## src/rtl/apb_cos_pkg.sv

```systemverilog
// apb_cos_pkg: address map, register bit positions, FSM states and the Q1.15 cosine table.
package apb_cos_pkg;
  localparam logic [31:0] ADDR_SCRATCH0 = 32'h00;
  localparam logic [31:0] ADDR_CTRL     = 32'h20;
  localparam logic [31:0] ADDR_DATA     = 32'h24;
  localparam logic [31:0] ADDR_STATUS   = 32'h28;
  localparam int CTRL_K_W    = 3;
  localparam int CTRL_START  = 7;
  localparam int CTRL_IE     = 8;
  localparam int STATUS_BUSY = 0;
  localparam int STATUS_DONE = 1;
  typedef enum logic {IDLE, CALC} cos_state_e;
  function automatic logic [15:0] cos_lut(input logic [2:0] k);
    logic [15:0] v;
    case (k)
      3'd0:       v = 16'h7FFF;
      3'd1, 3'd7: v = 16'h5A82;
      3'd2, 3'd6: v = 16'h0000;
      3'd3, 3'd5: v = 16'hA57E;
      default:    v = 16'h8000;
    endcase
    return v;
  endfunction
endpackage

```

## src/rtl/cos_calc_core.sv

```systemverilog
// cos_calc_core: latency-counting cosine engine holding the result and sticky DONE flag.
module cos_calc_core import apb_cos_pkg::*; #(
  parameter int CALC_LATENCY = 4
) (
  input  logic        clk,
  input  logic        rst_n,
  input  logic        start,
  input  logic        ack,
  input  logic [2:0]  k_in,
  output logic        busy,
  output logic        done,
  output logic [15:0] result
);
  localparam int CNT_W = CALC_LATENCY > 1 ? $clog2(CALC_LATENCY) : 1;
  localparam logic [CNT_W-1:0] CNT_INIT = CNT_W'(CALC_LATENCY - 1);
  cos_state_e state_q, state_d;
  logic [CNT_W-1:0] cnt_q, cnt_d;
  logic [2:0] k_q, k_d;
  logic [15:0] result_q, result_d;
  logic done_q, done_d;
  always_ff @(posedge clk or negedge rst_n)
    if (!rst_n) begin
      state_q  <= IDLE;
      cnt_q    <= '0;
      k_q      <= '0;
      result_q <= '0;
      done_q   <= 1'b0;
    end else begin
      state_q  <= state_d;
      cnt_q    <= cnt_d;
      k_q      <= k_d;
      result_q <= result_d;
      done_q   <= done_d;
    end
  always_comb begin
    state_d  = state_q;
    cnt_d    = cnt_q;
    k_d      = k_q;
    result_d = result_q;
    done_d   = ack ? 1'b0 : done_q;
    if (state_q == IDLE) begin
      if (start) begin
        state_d = CALC;
        k_d     = k_in;
        cnt_d   = CNT_INIT;
        done_d  = 1'b0;
      end
    end else if (cnt_q == '0) begin
      state_d  = IDLE;
      result_d = cos_lut(k_q);
      done_d   = 1'b1;
    end else begin
      cnt_d = cnt_q - CNT_W'(1);
    end
  end
  assign busy   = state_q == CALC;
  assign done   = done_q;
  assign result = result_q;
endmodule

```

## src/rtl/apb_cos_responder.sv

```systemverilog
// apb_cos_responder: APB3 completer with four scratch registers and an 8-point cosine engine.
// Defining APB_COS_IRQ_EN adds COS_CTRL.IE and the cos_irq output.
module apb_cos_responder import apb_cos_pkg::*; #(
  parameter int CALC_LATENCY = 4,
  parameter int DATA_W       = 32
) (
  input  logic              PCLK,
  input  logic              PRESETn,
  input  logic              PSEL,
  input  logic              PENABLE,
  input  logic              PWRITE,
  input  logic [31:0]       PADDR,
  input  logic [DATA_W-1:0] PWDATA,
  output logic [DATA_W-1:0] PRDATA,
  output logic              PREADY,
  output logic              PSLVERR
`ifdef APB_COS_IRQ_EN
  ,
  output logic              cos_irq
`endif
);
  if (DATA_W != 32) begin : g_data_w_check
    $error("apb_cos_responder: DATA_W must be 32");
  end
  if (CALC_LATENCY < 1) begin : g_latency_check
    $error("apb_cos_responder: CALC_LATENCY must be >= 1");
  end
  logic [3:0][DATA_W-1:0] scratch_q, scratch_d;
  logic [CTRL_K_W-1:0] k_q, k_d;
  logic ie;
  logic act, sel_scr, sel_ctrl, sel_data, sel_status, err, access, wr_ok, start, ack;
  logic busy, done;
  logic [15:0] result;
  logic [DATA_W-1:0] ctrl_rd, status_rd, rdata;
  assign act        = PSEL && PRESETn;
  assign sel_scr    = (PADDR & ~32'hC) == ADDR_SCRATCH0;
  assign sel_ctrl   = PADDR == ADDR_CTRL;
  assign sel_data   = PADDR == ADDR_DATA;
  assign sel_status = PADDR == ADDR_STATUS;
  // A START while busy is rejected as a whole, so the k field never lands either.
  assign err = !(sel_scr || sel_ctrl || sel_data || sel_status)
            || (PWRITE && (sel_data || sel_status))
            || (PWRITE && sel_ctrl && PWDATA[CTRL_START] && busy);
  assign PREADY  = !(act && !PWRITE && sel_data && busy);
  assign PSLVERR = act && err;
  assign access  = act && PENABLE && PREADY;
  assign wr_ok   = access && PWRITE && !err;
  assign start   = wr_ok && sel_ctrl && PWDATA[CTRL_START];
  assign ack     = access && !PWRITE && sel_data;
  always_comb begin
    scratch_d = scratch_q;
    if (wr_ok && sel_scr) scratch_d[PADDR[3:2]] = PWDATA;
    k_d = (wr_ok && sel_ctrl) ? PWDATA[CTRL_K_W-1:0] : k_q;
  end
  always_comb begin
    ctrl_rd                     = '0;
    ctrl_rd[CTRL_K_W-1:0]       = k_q;
    ctrl_rd[CTRL_IE]            = ie;
    status_rd                   = '0;
    status_rd[STATUS_BUSY]      = busy;
    status_rd[STATUS_DONE]      = done;
    rdata = sel_scr    ? scratch_q[PADDR[3:2]] :
            sel_ctrl   ? ctrl_rd :
            sel_data   ? {{16{result[15]}}, result} :
            sel_status ? status_rd : '0;
  end
  assign PRDATA = (act && !PWRITE && !err) ? rdata : '0;
`ifdef APB_COS_IRQ_EN
  logic ie_q, ie_d;
  assign ie_d    = (wr_ok && sel_ctrl) ? PWDATA[CTRL_IE] : ie_q;
  assign ie      = ie_q;
  assign cos_irq = done && ie_q;
`else
  assign ie = 1'b0;
`endif
  always_ff @(posedge PCLK or negedge PRESETn)
    if (!PRESETn) begin
      scratch_q <= '0;
      k_q       <= '0;
`ifdef APB_COS_IRQ_EN
      ie_q      <= 1'b0;
`endif
    end else begin
      scratch_q <= scratch_d;
      k_q       <= k_d;
`ifdef APB_COS_IRQ_EN
      ie_q      <= ie_d;
`endif
    end
  cos_calc_core #(.CALC_LATENCY(CALC_LATENCY)) u_core (
    .clk    (PCLK),
    .rst_n  (PRESETn),
    .start  (start),
    .ack    (ack),
    .k_in   (PWDATA[2:0]),
    .busy   (busy),
    .done   (done),
    .result (result)
  );
endmodule
```

## config.mk

```make
export PLATFORM = sky130hd
export DESIGN_NAME = apb_cos_responder
export DESIGN_NICKNAME = d
export VERILOG_FILES = /design/src/rtl/apb_cos_pkg.sv /design/src/rtl/cos_calc_core.sv /design/src/rtl/apb_cos_responder.sv
export SDC_FILE = /design/constraint.sdc
export NUM_CORES = 1
export LEC_CHECK = 0
export ABC_AREA = 1
export ABC_CLOCK_PERIOD_IN_PS = 2600
export CORE_ASPECT_RATIO = 0.75
export CORE_MARGIN = 4
export CORE_UTILIZATION = 56
export CTS_BUF_LIST = sky130_fd_sc_hd__clkbuf_2 sky130_fd_sc_hd__clkbuf_4 sky130_fd_sc_hd__clkbuf_8
export DETAILED_ROUTE_END_ITERATION = 10
export PLACE_DENSITY = 0.81
export SLEW_MARGIN = 10
export SYNTH_ARGS = -nofsm -noshare
export SYNTH_HDL_FRONTEND = slang
export SYNTH_SLANG_ARGS = --single-unit
```

## constraint.sdc

```tcl
create_clock -name PCLK -period 2.6 [get_ports PCLK]
set_clock_uncertainty 0.15 [all_clocks]
set_input_delay 0.39 -clock PCLK [delete_from_list [all_inputs] [get_ports PCLK]]
set_output_delay 0.39 -clock PCLK [all_outputs]
set_load 0.01 [all_outputs]
```

-- Word-level counts from Yosys, hierarchy flattened
Index checks and enable logic that the tools add are counted.
- word-level logic and storage cells: 85
- input port bits: 69
- register bits: 154
- output and inout port bits: 34
- eq/ne operators: 10
- bitwise logic cells: 1
- reduce and logical (&&, ||, !) cells: 40
- mux-type cells: 21
- add/sub/neg operators: 1
- $lt $le $gt $ge: 2
- operators by type and width (operator ; count):
    two-way mux 32 bit ; 6
    bitwise mux 128 bit ; 1
    equality test 32 x 6 -> 1 bit, second input constant ; 3
    binary-select mux 32 bit (select 2 bit) ; 1
    demux 32 bit (select 2 bit) ; 1
    case mux 16 bit (4 select lines) ; 1
    logical NOT 32 bit ; 1
    logical AND 1 bit ; 20
    equality test 3 bit, second input constant ; 3
    two-way mux 2 bit ; 4
    two-way mux 1 bit ; 7
    equality test 3 x 2 -> 1 bit, second input constant ; 2
    logical OR 1 bit ; 6
    AND reduction 2 bit ; 3
    OR reduction 2 bit ; 3
    logical NOT 1 bit ; 4
    equality test 3 x 1 -> 1 bit, second input constant ; 1
    logical NOT 3 bit ; 1
    less-than comparator 2 x 3 -> 1 bit, second input constant ; 1
    greater-or-equal comparator 2 x 1 -> 1 bit, second input constant ; 1
    logical NOT 2 bit ; 1
    != test 2 bit, second input constant ; 1
    nonzero test 2 bit ; 1
    subtractor 2 x 1 -> 2 bit, second input constant ; 1
    NOT 1 bit ; 1

-- Longest topological paths before layout
Gate-level depths: netlist of the first run.
- depth in word-level cells: 13
- gate-level depth with buffers: 16
- depth with buffers taken out: 15

-- Modules after synthesis
A second synthesis of the first run with hierarchy kept.
- cell total of the unflattened synthesis: 1042
- area total of the unflattened synthesis: 8298.0 µm²
- by module, submodules not included (module ; area an instance (µm²) ; cells an instance ; times used):
    apb_cos_responder ; 7668.6 ; 969 ; 1
    cos_calc_core ; 629.4 ; 73 ; 1

-- Worst setup path after synthesis of the first run
Ideal clock, no wire load.
- path type: input -> output
- from: in PADDR[29]
- to: out PRDATA[22]
- stages on the path: 13
- arrival time: 2.017 ns
- buffers on the path: 3
- slack: 0.043 ns
- cells stage by stage: inv_1 -> nand2_1 -> nor2_1 -> nand2_1 -> nor2_2 -> nor2b_1 -> buf_2 -> nor2_1 -> nor2_2 -> nand2_1 -> clkbuf_1 -> buf_2 -> a211oi_1
- cells in the longest elaborated chain, start to end: 10
- ends and longest elaborated chain (what ; RTL line ; RTL):
    start, declared ; apb_cos_responder.sv:12 ; input logic [31:0] PADDR,
    equality test 32 x 6 -> 1 bit or logical NOT 32 bit (tied branches) ; apb_cos_responder.sv:37, apb_cos_responder.sv:36 ;
    logical OR 1 bit (3 in series) ; apb_cos_responder.sv:41 ; assign err = !(sel_scr || sel_ctrl || sel_data || sel_status)
    logical NOT 1 bit ; apb_cos_responder.sv:41 ;
    logical OR 1 bit ; apb_cos_responder.sv:42 ; || (PWRITE && (sel_data || sel_status))
    logical OR 1 bit ; apb_cos_responder.sv:43 ; || (PWRITE && sel_ctrl && PWDATA[CTRL_START] && busy);
    logical NOT 1 bit ; apb_cos_responder.sv:67 ; assign PRDATA = (act && !PWRITE && !err) ? rdata : '0;
    logical AND 1 bit ; apb_cos_responder.sv:67 ;
    two-way mux 32 bit * ; apb_cos_responder.sv:67 ;
    end, declared ; apb_cos_responder.sv:14 ; output logic [DATA_W-1:0] PRDATA,
Mark *: on every way between the ends. The rest lies on a longest branch, timed or not.

-- Final worst setup path of the first run
- from: in PADDR[29]
- to: out PRDATA[10]
The elaborated chain is that of the path after synthesis.

==> impl_metrics.env, run 1 <==
export IMPL_synth_seq_cells=143
export IMPL_clock_sinks=143
export IMPL_grt_ovfl_total=0
export IMPL_holdPathStages=2
export IMPL_wl_per_cell_um=17.65
export IMPL_crit_fanout=7
export IMPL_synth_edf_count=0
export IMPL_slowest_stage="or2_4"
export IMPL_die_w_um=137.3
export IMPL_fin_crit_ns=2.664
export IMPL_total_power_uw=4668
export IMPL_track_usage=0.2898
export IMPL_synth_cells=891
export IMPL_crit_buf_inv=3
export IMPL_drt_iter0_markers=781
export IMPL_antenna_found_initial=0
export IMPL_hold_path_end="scratch_q[83]$_DFFE_PN0P_"
export IMPL_setup_slack_ns=-0.06426
export IMPL_syn_area_um2=7019
export IMPL_r2r_end="scratch_q[107]$_DFFE_PN0P_"
export IMPL_final_hold_viol_count=0
export IMPL_fp_dieH_um=105.0
export IMPL_tightest_slew_ns=0.8038
export IMPL_cp_arrival_ns=2.12
export IMPL_core_area_um2=12260
export IMPL_diodes=0
export IMPL_fin_tns_setup_ns=-0.6587
export IMPL_nets=1084
export IMPL_crit_chain="clkbuf_2, inv_1, nand2_1, nor2_2, nand2_2, nor2_4, nor2b_4, nor2_2, nor2_2, nand2_4, or2_4, nor2_1, buf_2"
export IMPL_path_clk_slew_ns=0.08
export IMPL_ff2ff_path_depth=12
export IMPL_dpl_hpwl_um=12030
export IMPL_cp_start_kind="primary input"
export IMPL_avgSynthCellArea_um2=7.878
export IMPL_grt_use_met1=0.4107
export IMPL_setup_viol=16
export IMPL_area_growth_pct=30.82
export IMPL_fmax_mhz=375.3
export IMPL_synth_area_top_cells="dfrtp_1 (51%), nand2_1 (17%), nand3_1 (9.8%)"
export IMPL_gp_congestion=0.8141
export IMPL_grt_pass1_vias=6649
export IMPL_slew_headroom=0.4641
export IMPL_cts_buffers=17
export IMPL_hold_path_startpoint="scratch_q[83]$_DFFE_PN0P_"
export IMPL_power_density_nw_per_um2=508.3
export IMPL_required_ns=2.06
export IMPL_status="finished, violations left"
export IMPL_max_stage_delay_ns=0.32
export IMPL_place_inst=1150
export IMPL_yosys_area_top_type_share=0.5098
export IMPL_final_cell_area_um2=9183
export IMPL_initial_core_util=0.5724
export IMPL_preCtsSetupSlack_ns=-0.8296
export IMPL_end_kind="output pin"
export IMPL_critPathMostFrequentCell="nor2_2"
export IMPL_h_tree_depth=4
export IMPL_rows=35
export IMPL_maxCapViolCount=0
export IMPL_worst_setup_path_type="in2out"
export IMPL_met3_usage=0.07267
export IMPL_grt_busiest_layer="met2"
export IMPL_cts_root_buf="clkbuf_8"
export IMPL_ys_seq_area_frac=0.5098
export IMPL_synth_net_count=961
export IMPL_via_count=6959
export IMPL_via_per_inst=5.833
export IMPL_clock_latency_ns=0.45
export IMPL_use_met2=0.4398
export IMPL_peakVddDrop_mv=0.3529
export IMPL_final_cells=1193
export IMPL_critPathTopFamily="simple AND/OR/NAND/NOR gates"
export IMPL_timing_rr_start="u_core.busy$_DFF_PN0_"
export IMPL_wl_um=21060
export IMPL_async_flop_share=1.000
export IMPL_drtPass1Iterations=5
export IMPL_leakage_uw=0.004911
export IMPL_grt_max_degree=144
export IMPL_violations="setup timing"
export IMPL_placed_area_um2=8503
export IMPL_ios=103
export IMPL_portBuffers=102
export IMPL_r2r_setup_slack_ns=0.36
export IMPL_cts_tree="done"
export IMPL_drc=0
export IMPL_hold_class="reg2reg"
export IMPL_ys_flop_type="dfrtp_1"
export IMPL_clk_path_buf_depth=2
export IMPL_yosys_area_top_type="dfrtp_1"
export IMPL_grt_pass1_wl_um=32860
export IMPL_drive_gt1_frac=0.2356
export IMPL_drv_slew=0
export IMPL_synthDistinctLibCells=37
export IMPL_n_fill_cell=898
export IMPL_period_share=1.025
export IMPL_dieArea_um2=14410
export IMPL_yosys_warnings=0
export IMPL_grt_setup_unrepaired="yes"
export IMPL_detail_route_antenna_nets=0
how the worst max path moves through the flow:
stage,start,to,slack (ns),cells after the start
6_report,PADDR[29],PRDATA[10],-0.06,13
5_1_grt,PADDR[25],PRDATA[10],-0.12,12
4_1_cts,PADDR[4],PRDATA[13],0.003,11
3_5_place_dp,PADDR[3],PRDATA[13],-0.83,13
3_3_place_gp,PADDR[3],PRDATA[13],-0.79,13
2_1_floorplan,PADDR[29],PRDATA[22],0.04,13
synth_stat cells, types with 2 or more instances:
cell type	instances
o221ai_1	9
inv_1	39
nor2_1	50
a31oi_1	2
clkinv_1	4
o21a_1	12
nand3_1	138
o21ai_0	16
o211ai_1	2
a21oi_1	8
a22oi_1	3
buf_4	14
inv_2	3
nor2_2	2
buf_2	3
o22a_1	9
o22ai_1	37
clkbuf_1	42
nand2_1	322
nor3_1	2
dfrtp_1	143
a211oi_1	16
flip-flops by register name, summed over array words and instances (netlist names):
name           flops
u_core.done        1
u_core.busy        1
scratch_q        128
k_q                3
u_core.k_q         3
u_core.cnt_q       2
u_core.result      5
worst register-to-register path, cell delays in order, from the launching register on:
cell and delay (ns):
dfrtp_1 0.38, nand3_1 0.07, inv_1 0.04, nand2_1 0.06, nand2_1 0.06, nor2_2 0.17, buf_4 0.13, buf_4 0.11
nand2_2 0.08, nor2_4 0.30, buf_4 0.38, nand3_1 0.15, nand2_1 0.10
through the flow:
| stage | hold slack (ns) | util |
|---|---|---|
| floorplan | -0.05559 | - |
| global placement | 0.2976 | 0.6935 |
| detailed placement | 0.3035 | 0.6935 |
| CTS | 0.3220 | 0.7387 |
| global route | 0.3391 | 0.7489 |
| finish | 0.3210 | 0.7489 |
power breakdown:
group	internal, µW	total (µW)	switching (µW)
combinational	144	391	247
sequential	2220	2220	0.000000000332
clock	1180	2050	871
total	3550	4670	1120
cells in the final DEF, fill, tap and decap left out, types with 5 or more instances in the layout:
cell and count:
nand2_1 300, inv_2 10, nor2_4 15, a21oi_1 7, nand2_4 7, buf_6 8
o221ai_1 9, nor2_2 13, dfrtp_1 143, nand2_2 16, buf_4 43, clkdlybuf4s50_1 36
buf_12 13, buf_2 39, o21a_1 12, o22ai_1 37, o22a_1 9, bufinv_16 5
nand3_1 136, a211oi_2 15, nor2_1 25, clkbuf_2 15, clkbuf_8 18, o21ai_0 15
inv_1 31
layer usage:
layer	routed length [µm]	vias up
met5	0	-
met4	341	0
met3	2249	38
met2	9780	414
met1	8684	3309
li1	-	3198
what timing repair did:
item,CTS,global route
buffers inserted,9,2
hold buffers,1,0
resized for setup,265,78
setup endpoints to repair,34,35
pin swaps,44,37
hold endpoints to repair,143,0
final cells by class:
class                      count  area (µm²)  area share
inverter                      46       175.2     0.01908
sequential                   143        3578      0.3897
timing repair buffer         164        1420      0.1547
clock buffer                  19       255.2     0.02780
tap                          166       207.7     0.02262
multi-input combinational    642        3338      0.3635
clock inverter                13       207.7     0.02262
logic make-up (layout without fill, tap and decap cells):
logic type,count (synthesis),after routing,share of synthesized area
fa+ha+maj,1,1,0.001782
simple gates,524,524,0.3105
xor+xnor,1,1,0.001248
buf+inv,106,242,0.06470
compound gates,116,116,0.1119
flops,143,143,0.5098
No activity file was read; power rests on OpenSTA's default activity.
==> inputs of run 2 (changes only) <==
Settings changed: CORE_ASPECT_RATIO 0.75 to default, SLEW_MARGIN 10 to 30.
==> run 2 against run 1 <==
Against the previous run:
- the run still ends with setup timing left
- final cell count grew 0.50%
- via count up 0.91%
- sequential power barely moved
- non-clock buffer count increased by 6
- sequential share of layout area up 0.54 points
- clock power fell by 18%
- wire length is 1.8% higher
- critical path depth down 2
- hold slack worse by 0.00056 ns
- core utilization decreased by 0.42 points
- final area fell by 1.4%
- highest routed layer unchanged
==> impl_metrics.env, run 2 (synthesis gave the netlist of run 1 again) <==
export IMPL_track_usage=0.2973
export IMPL_wl_met3_um=1866
export IMPL_clock_sinks=143
export IMPL_wl_per_cell_um=17.87
export IMPL_ios=103
export IMPL_grt_pass1_vias=6748
export IMPL_max_stage_delay_ns=0.24
export IMPL_fp_dieH_um=120.0
export IMPL_via_per_inst=5.857
export IMPL_preCtsSetupSlack_ns=-0.9007
export IMPL_peakVddDrop_mv=0.3379
export IMPL_seq_power_share=0.519
export IMPL_gp_congestion=0.8220
export IMPL_clock_latency_ns=0.45
export IMPL_detail_route_antenna_nets=0
export IMPL_cts_buffers=17
export IMPL_leakage_uw=0.004858
export IMPL_status="finished, violations left"
export IMPL_slowest_stage="a211oi_4"
export IMPL_grt_setup_unrepaired="yes"
export IMPL_dpl_hpwl_um=12300
export IMPL_hold_ws_ns=0.3205
export IMPL_portBuffers=102
export IMPL_dr_wl_met2_um=10330
export IMPL_grt_pass1_wl_um=33870
export IMPL_drv_slew=0
export IMPL_drive_gt1_frac=0.2347
export IMPL_nets=1090
export IMPL_slew_headroom=0.4835
export IMPL_worst_setup_path_type="in2out"
export IMPL_highest_layer="met4"
export IMPL_power_density_nw_per_um2=472.6
export IMPL_tightest_slew_ns=0.7748
export IMPL_cts_tree="done"
export IMPL_final_cell_area_um2=9056
export IMPL_ff2ff_path_depth=13
export IMPL_final_hold_viol_count=0
export IMPL_cp_start_kind="primary input"
export IMPL_setup_slack_ns=-0.08516
export IMPL_crit_fanout=9
export IMPL_layout_common_cells="nand2_1 (302), dfrtp_1 (143), nand3_1 (137), buf_4 (52), buf_2 (48)"
export IMPL_setup_viol=19
export IMPL_clkPwrFrac=0.394
export IMPL_die_w_um=120.0
export IMPL_fin_tns_setup_ns=-0.6588
export IMPL_r2r_setup_slack_ns=0.26
export IMPL_wl_met1_um=8723
export IMPL_final_common_cell="nand2_1"
export IMPL_drtPass1Iterations=5
export IMPL_h_tree_depth=4
export IMPL_cts_root_buf="clkbuf_8"
export IMPL_grt_max_degree=86
export IMPL_end_kind="output pin"
export IMPL_maxCapViolCount=0
export IMPL_crit_chain="buf_6, or2_0, nor3_2, nand3_1, nor2b_4, nor2_4, nor2_4, nand2_4, buf_12, a211oi_4, buf_2"
export IMPL_period_share=1.033
export IMPL_grt_ovfl_total=0
export IMPL_regMostFlops="scratch_q"
export IMPL_p_int_uw=3237
export IMPL_violations="setup timing"
export IMPL_wl_um=21430
export IMPL_largest_reg_flops=128
export IMPL_placed_area_um2=8407
export IMPL_switching_share=0.2436
export IMPL_critPathMostFrequentCell="nor2_4"
export IMPL_drc=0
export IMPL_fmax_mhz=372.4
export IMPL_core_area_um2=12160
export IMPL_power_switching_uw=1043
export IMPL_via_count=7022
export IMPL_required_ns=2.06
export IMPL_rows=40
export IMPL_clk_path_buf_depth=2
export IMPL_initial_core_util=0.5772
export IMPL_hold_class="reg2reg"
export IMPL_dieArea_um2=14390
export IMPL_diodes=0
export IMPL_antenna_found_initial=0
export IMPL_p_comb_frac=0.087
export IMPL_holdPathStages=2
export IMPL_area_growth_pct=29.02
export IMPL_cp_arrival_ns=2.15
export IMPL_total_power_uw=4280
export IMPL_drt_iter0_markers=804
export IMPL_fin_crit_ns=2.685
export IMPL_path_clk_slew_ns=0.07
-- run 2: cell types whose count changed in the layout (fill, tap and decap cells not counted), moves of 6 or more --
cell      previous run  this run
a211oi_1             0         6
buf_12              13         6
buf_4               43        52
clkbuf_2            15         6
buf_2               39        48
buf_6                8        17
a211oi_2            15         7
-- run 2: critical path, delay by kind of cell --
family | cells | cell delay [ns]
compound gates | 1 | 0.24
buf+inv | 3 | 0.44
simple gates | 7 | 1.06
-- run 2: worst paths after layout --
| path | end | start |
|---|---|---|
| min in group asynchronous | u_core.done$_DFF_PN0_ | PRESETn |
| worst max-delay path | PRDATA[19] | PADDR[4] |
| worst min register to register | scratch_q[83]$_DFFE_PN0P_ | scratch_q[83]$_DFFE_PN0P_ |
| worst max register to register | scratch_q[43]$_DFFE_PN0P_ | u_core.busy$_DFF_PN0_ |
| max in group asynchronous | scratch_q[110]$_DFFE_PN0P_ | PRESETn |
| worst min-delay path | scratch_q[83]$_DFFE_PN0P_ | scratch_q[83]$_DFFE_PN0P_ |
-- run 2: what timing repair did --
action / 4_1_cts / 5_1_grt
pin swaps: 42 / 29
hold buffers: 1 / 0
endpoints found under the hold margin: 84 / 0
gates resized for setup: 278 / 72
setup buffers: 4 / 8
endpoints found under the setup margin: 34 / 133
cloned: 1 / 0
-- run 2: area by class of cell --
| cell class | instances | area (µm²) |
|---|---|---|
| multi-input cells | 642 | 3309 |
| inverters | 46 | 175.2 |
| well taps | 168 | 210.2 |
| flip-flops and latches | 143 | 3578 |
| clock inverters | 6 | 58.81 |
| repair buffers | 170 | 1413 |
| clock buffers | 24 | 311.5 |
| fillers | 889 | 3105 |
-- run 2: per-layer routing --
metal  track usage  vias to the layer above
met3       0.07823                       54
met2        0.4689                      380
met1        0.3957                     3377
met4        0.1131                        0
li1              -                     3211
met5             0                        -
-- run 2: per-stage QoR --
step,util,std cells
floorplan,-,891
global placement,0.6909,1155
detailed placement,0.6913,1155
CTS,0.7271,1191
global route,0.7447,1199
finish,0.7447,1199
-- run 2: power groups by stage --
stage | Clock, µW | Combinational, µW | Sequential, µW
floorplan | 0 | 125 | 2270
global placement | 0 | 361 | 2270
detailed placement | 0 | 364 | 2270
CTS | 1700 | 355 | 2220
global route | 1790 | 403 | 2220
finish | 1680 | 372 | 2220
==> inputs of run 3 (changes only) <==
Settings changed: ABC_CLOCK_PERIOD_IN_PS 2600 to 2430, CORE_UTILIZATION 56 to 51, PLACE_DENSITY 0.81 to 0.78.
Clock period 2.6 ns to 2.43 ns, I/O delays scaled along.
==> run 3 against run 2 <==
Against the previous run:
- register-to-register slack gained 0.10 ns
- largest cell class unchanged
- the flow still finishes with violations (setup timing)
- global-route usage shrank 2.7 points
- final cell count grew 0.92%
==> impl_metrics.env, run 3 (synthesis gave the netlist of run 1 again) <==
export IMPL_violations="setup timing"
export IMPL_ff_latch_area_um2=3578
export IMPL_grt_pass1_wl_um=34340
export IMPL_grt_max_degree=85
export IMPL_grt_setup_unrepaired="yes"
export IMPL_hold_path_startpoint="scratch_q[87]$_DFFE_PN0P_"
export IMPL_setup_slack_ns=-0.1864
export IMPL_peakVddDrop_mv=0.4519
export IMPL_total_power_uw=4804
export IMPL_drc=0
export IMPL_n_fill_cell=1090
export IMPL_initial_core_util=0.5259
export IMPL_area_growth_pct=31.41
export IMPL_cts_tree="done"
export IMPL_status="finished, violations left"
export IMPL_layout_common_cells="nand2_1 (301), dfrtp_1 (143), nand3_1 (136), buf_4 (46), buf_2 (43)"
export IMPL_largest_reg_flops=128
export IMPL_gp_congestion=0.8301
export IMPL_use_met2=0.4413
export IMPL_period_share=1.077
export IMPL_timing_rr_start="u_core.busy$_DFF_PN0_"
export IMPL_slew_headroom=0.4874
export IMPL_power_density_nw_per_um2=520.8
export IMPL_via_count=6894
export IMPL_ios=103
export IMPL_grt_pass1_vias=6693
export IMPL_nets=1091
export IMPL_h_tree_depth=4
export IMPL_drtPass1Iterations=7
export IMPL_antenna_found_initial=0
export IMPL_dieArea_um2=15700
export IMPL_dpl_hpwl_um=12760
export IMPL_fin_crit_ns=2.616
export IMPL_tightest_slew_ns=0.7688
export IMPL_diodes=0
export IMPL_required_ns=1.92
export IMPL_track_usage=0.2707
export IMPL_worst_setup_path_type="in2out"
export IMPL_cts_buffers=17
export IMPL_crit_fanout=7
export IMPL_hold_class="reg2reg"
export IMPL_fmax_mhz=382.2
export IMPL_via_per_inst=5.698
export IMPL_cts_root_buf="clkbuf_8"
export IMPL_grt_busiest_layer="met2"
export IMPL_ff2ff_path_depth=13
export IMPL_r2r_setup_slack_ns=0.36
export IMPL_cp_arrival_ns=2.10
export IMPL_wl_um=21850
export IMPL_drv_slew=0
export IMPL_met3_usage=0.06098
export IMPL_core_area_um2=13350
export IMPL_grt_use_met1=0.3627
export IMPL_detail_route_antenna_nets=0
export IMPL_grt_ovfl_total=0
export IMPL_portBuffers=102
export IMPL_wl_per_cell_um=18.06
export IMPL_final_hold_viol_count=0
export IMPL_path_clk_slew_ns=0.08
export IMPL_end_kind="output pin"
export IMPL_setup_viol=31
export IMPL_fp_dieH_um=125.3
export IMPL_clock_latency_ns=0.45
export IMPL_holdPathStages=2
export IMPL_leakage_uw=0.004868
export IMPL_final_common_cell="nand2_1"
export IMPL_maxCapViolCount=0
export IMPL_rows=42
export IMPL_regMostFlops="scratch_q"
export IMPL_cp_start_kind="primary input"
export IMPL_die_w_um=125.3
export IMPL_multi_input_area_um2=3367
export IMPL_clock_sinks=143
export IMPL_drive_gt1_frac=0.2389
export IMPL_drt_iter0_markers=796
export IMPL_r2r_end="scratch_q[42]$_DFFE_PN0P_"
export IMPL_hold_path_end="scratch_q[87]$_DFFE_PN0P_"
export IMPL_preCtsSetupSlack_ns=-0.9809
export IMPL_clk_path_buf_depth=2
## run 3: critical path: stages
cell and delay [ns]:
clkdlybuf4s15_1 0.18, inv_1 0.07, nand2_2 0.09, nor2_4 0.14
nand2_2 0.09, nor2_4 0.12, nand2_2 0.09, nand3_4 0.11
nor2_4 0.05, nor2_4 0.11, nand2_4 0.11, or2_4 0.32
nor2_1 0.12, buf_2 0.14
## run 3: what timing repair did
item | in CTS | in global routing
cloned | 1 | 0
resized for setup | 311 | 73
setup buffers | 9 | 7
pin swaps | 43 | 28
hold buffers | 1 | 0
endpoints found under the hold margin | 59 | 0
endpoints found under the setup margin | 65 | 157
## run 3: through the flow
stage                     hold slack (ns)  std cells  instance area (µm²)  utilization  setup TNS, ns
after CTS                          0.3233       1207                 8952       0.6707         -1.745
after global routing               0.3423       1210                 9224       0.6910         -7.040
after detailed placement           0.3034       1164                 8412       0.6302         -89.75
after global placement             0.2981       1164                 8408       0.6299         -81.30
after floorplan                  -0.08109        891                 7019            -        -0.6328
final                              0.3220       1210                 9224       0.6910         -3.683
## run 3: how the worst max path moves through the flow
stage          startpoint          to  cells after the start  slack (ns)
2_1_floorplan   PADDR[29]  PRDATA[22]                     13       -0.08
6_report         PADDR[6]   PRDATA[3]                     14       -0.19
3_3_place_gp    PADDR[29]  PRDATA[19]                     13       -0.98
5_1_grt          PADDR[6]   PRDATA[3]                     14       -0.28
4_1_cts         PADDR[24]  PRDATA[21]                     12        -0.1
3_5_place_dp    PADDR[29]  PRDATA[21]                     13       -0.98
## run 3: layer usage
layer  part of all wire  wire length [µm]
met4              0.019               421
met2               0.50             10850
met3              0.080              1746
met5                  0                 0
met1               0.40              8833
## run 3: where the power goes
part | total [µW] | internal, µW | switching (µW)
registers | 2380 | 2380 | 0.000000000495
clock network | 2010 | 1070 | 945
logic | 414 | 157 | 257
total | 4800 | 3600 | 1200
## run 3: layout make-up
cell class,instances,area share
clock buffers,19,0.02835
clock inverters,13,0.01750
inverters,46,0.01926
multi-input cells,642,0.3650
flip-flops and latches,143,0.3880
well taps,176,0.02387
repair buffers,171,0.1580
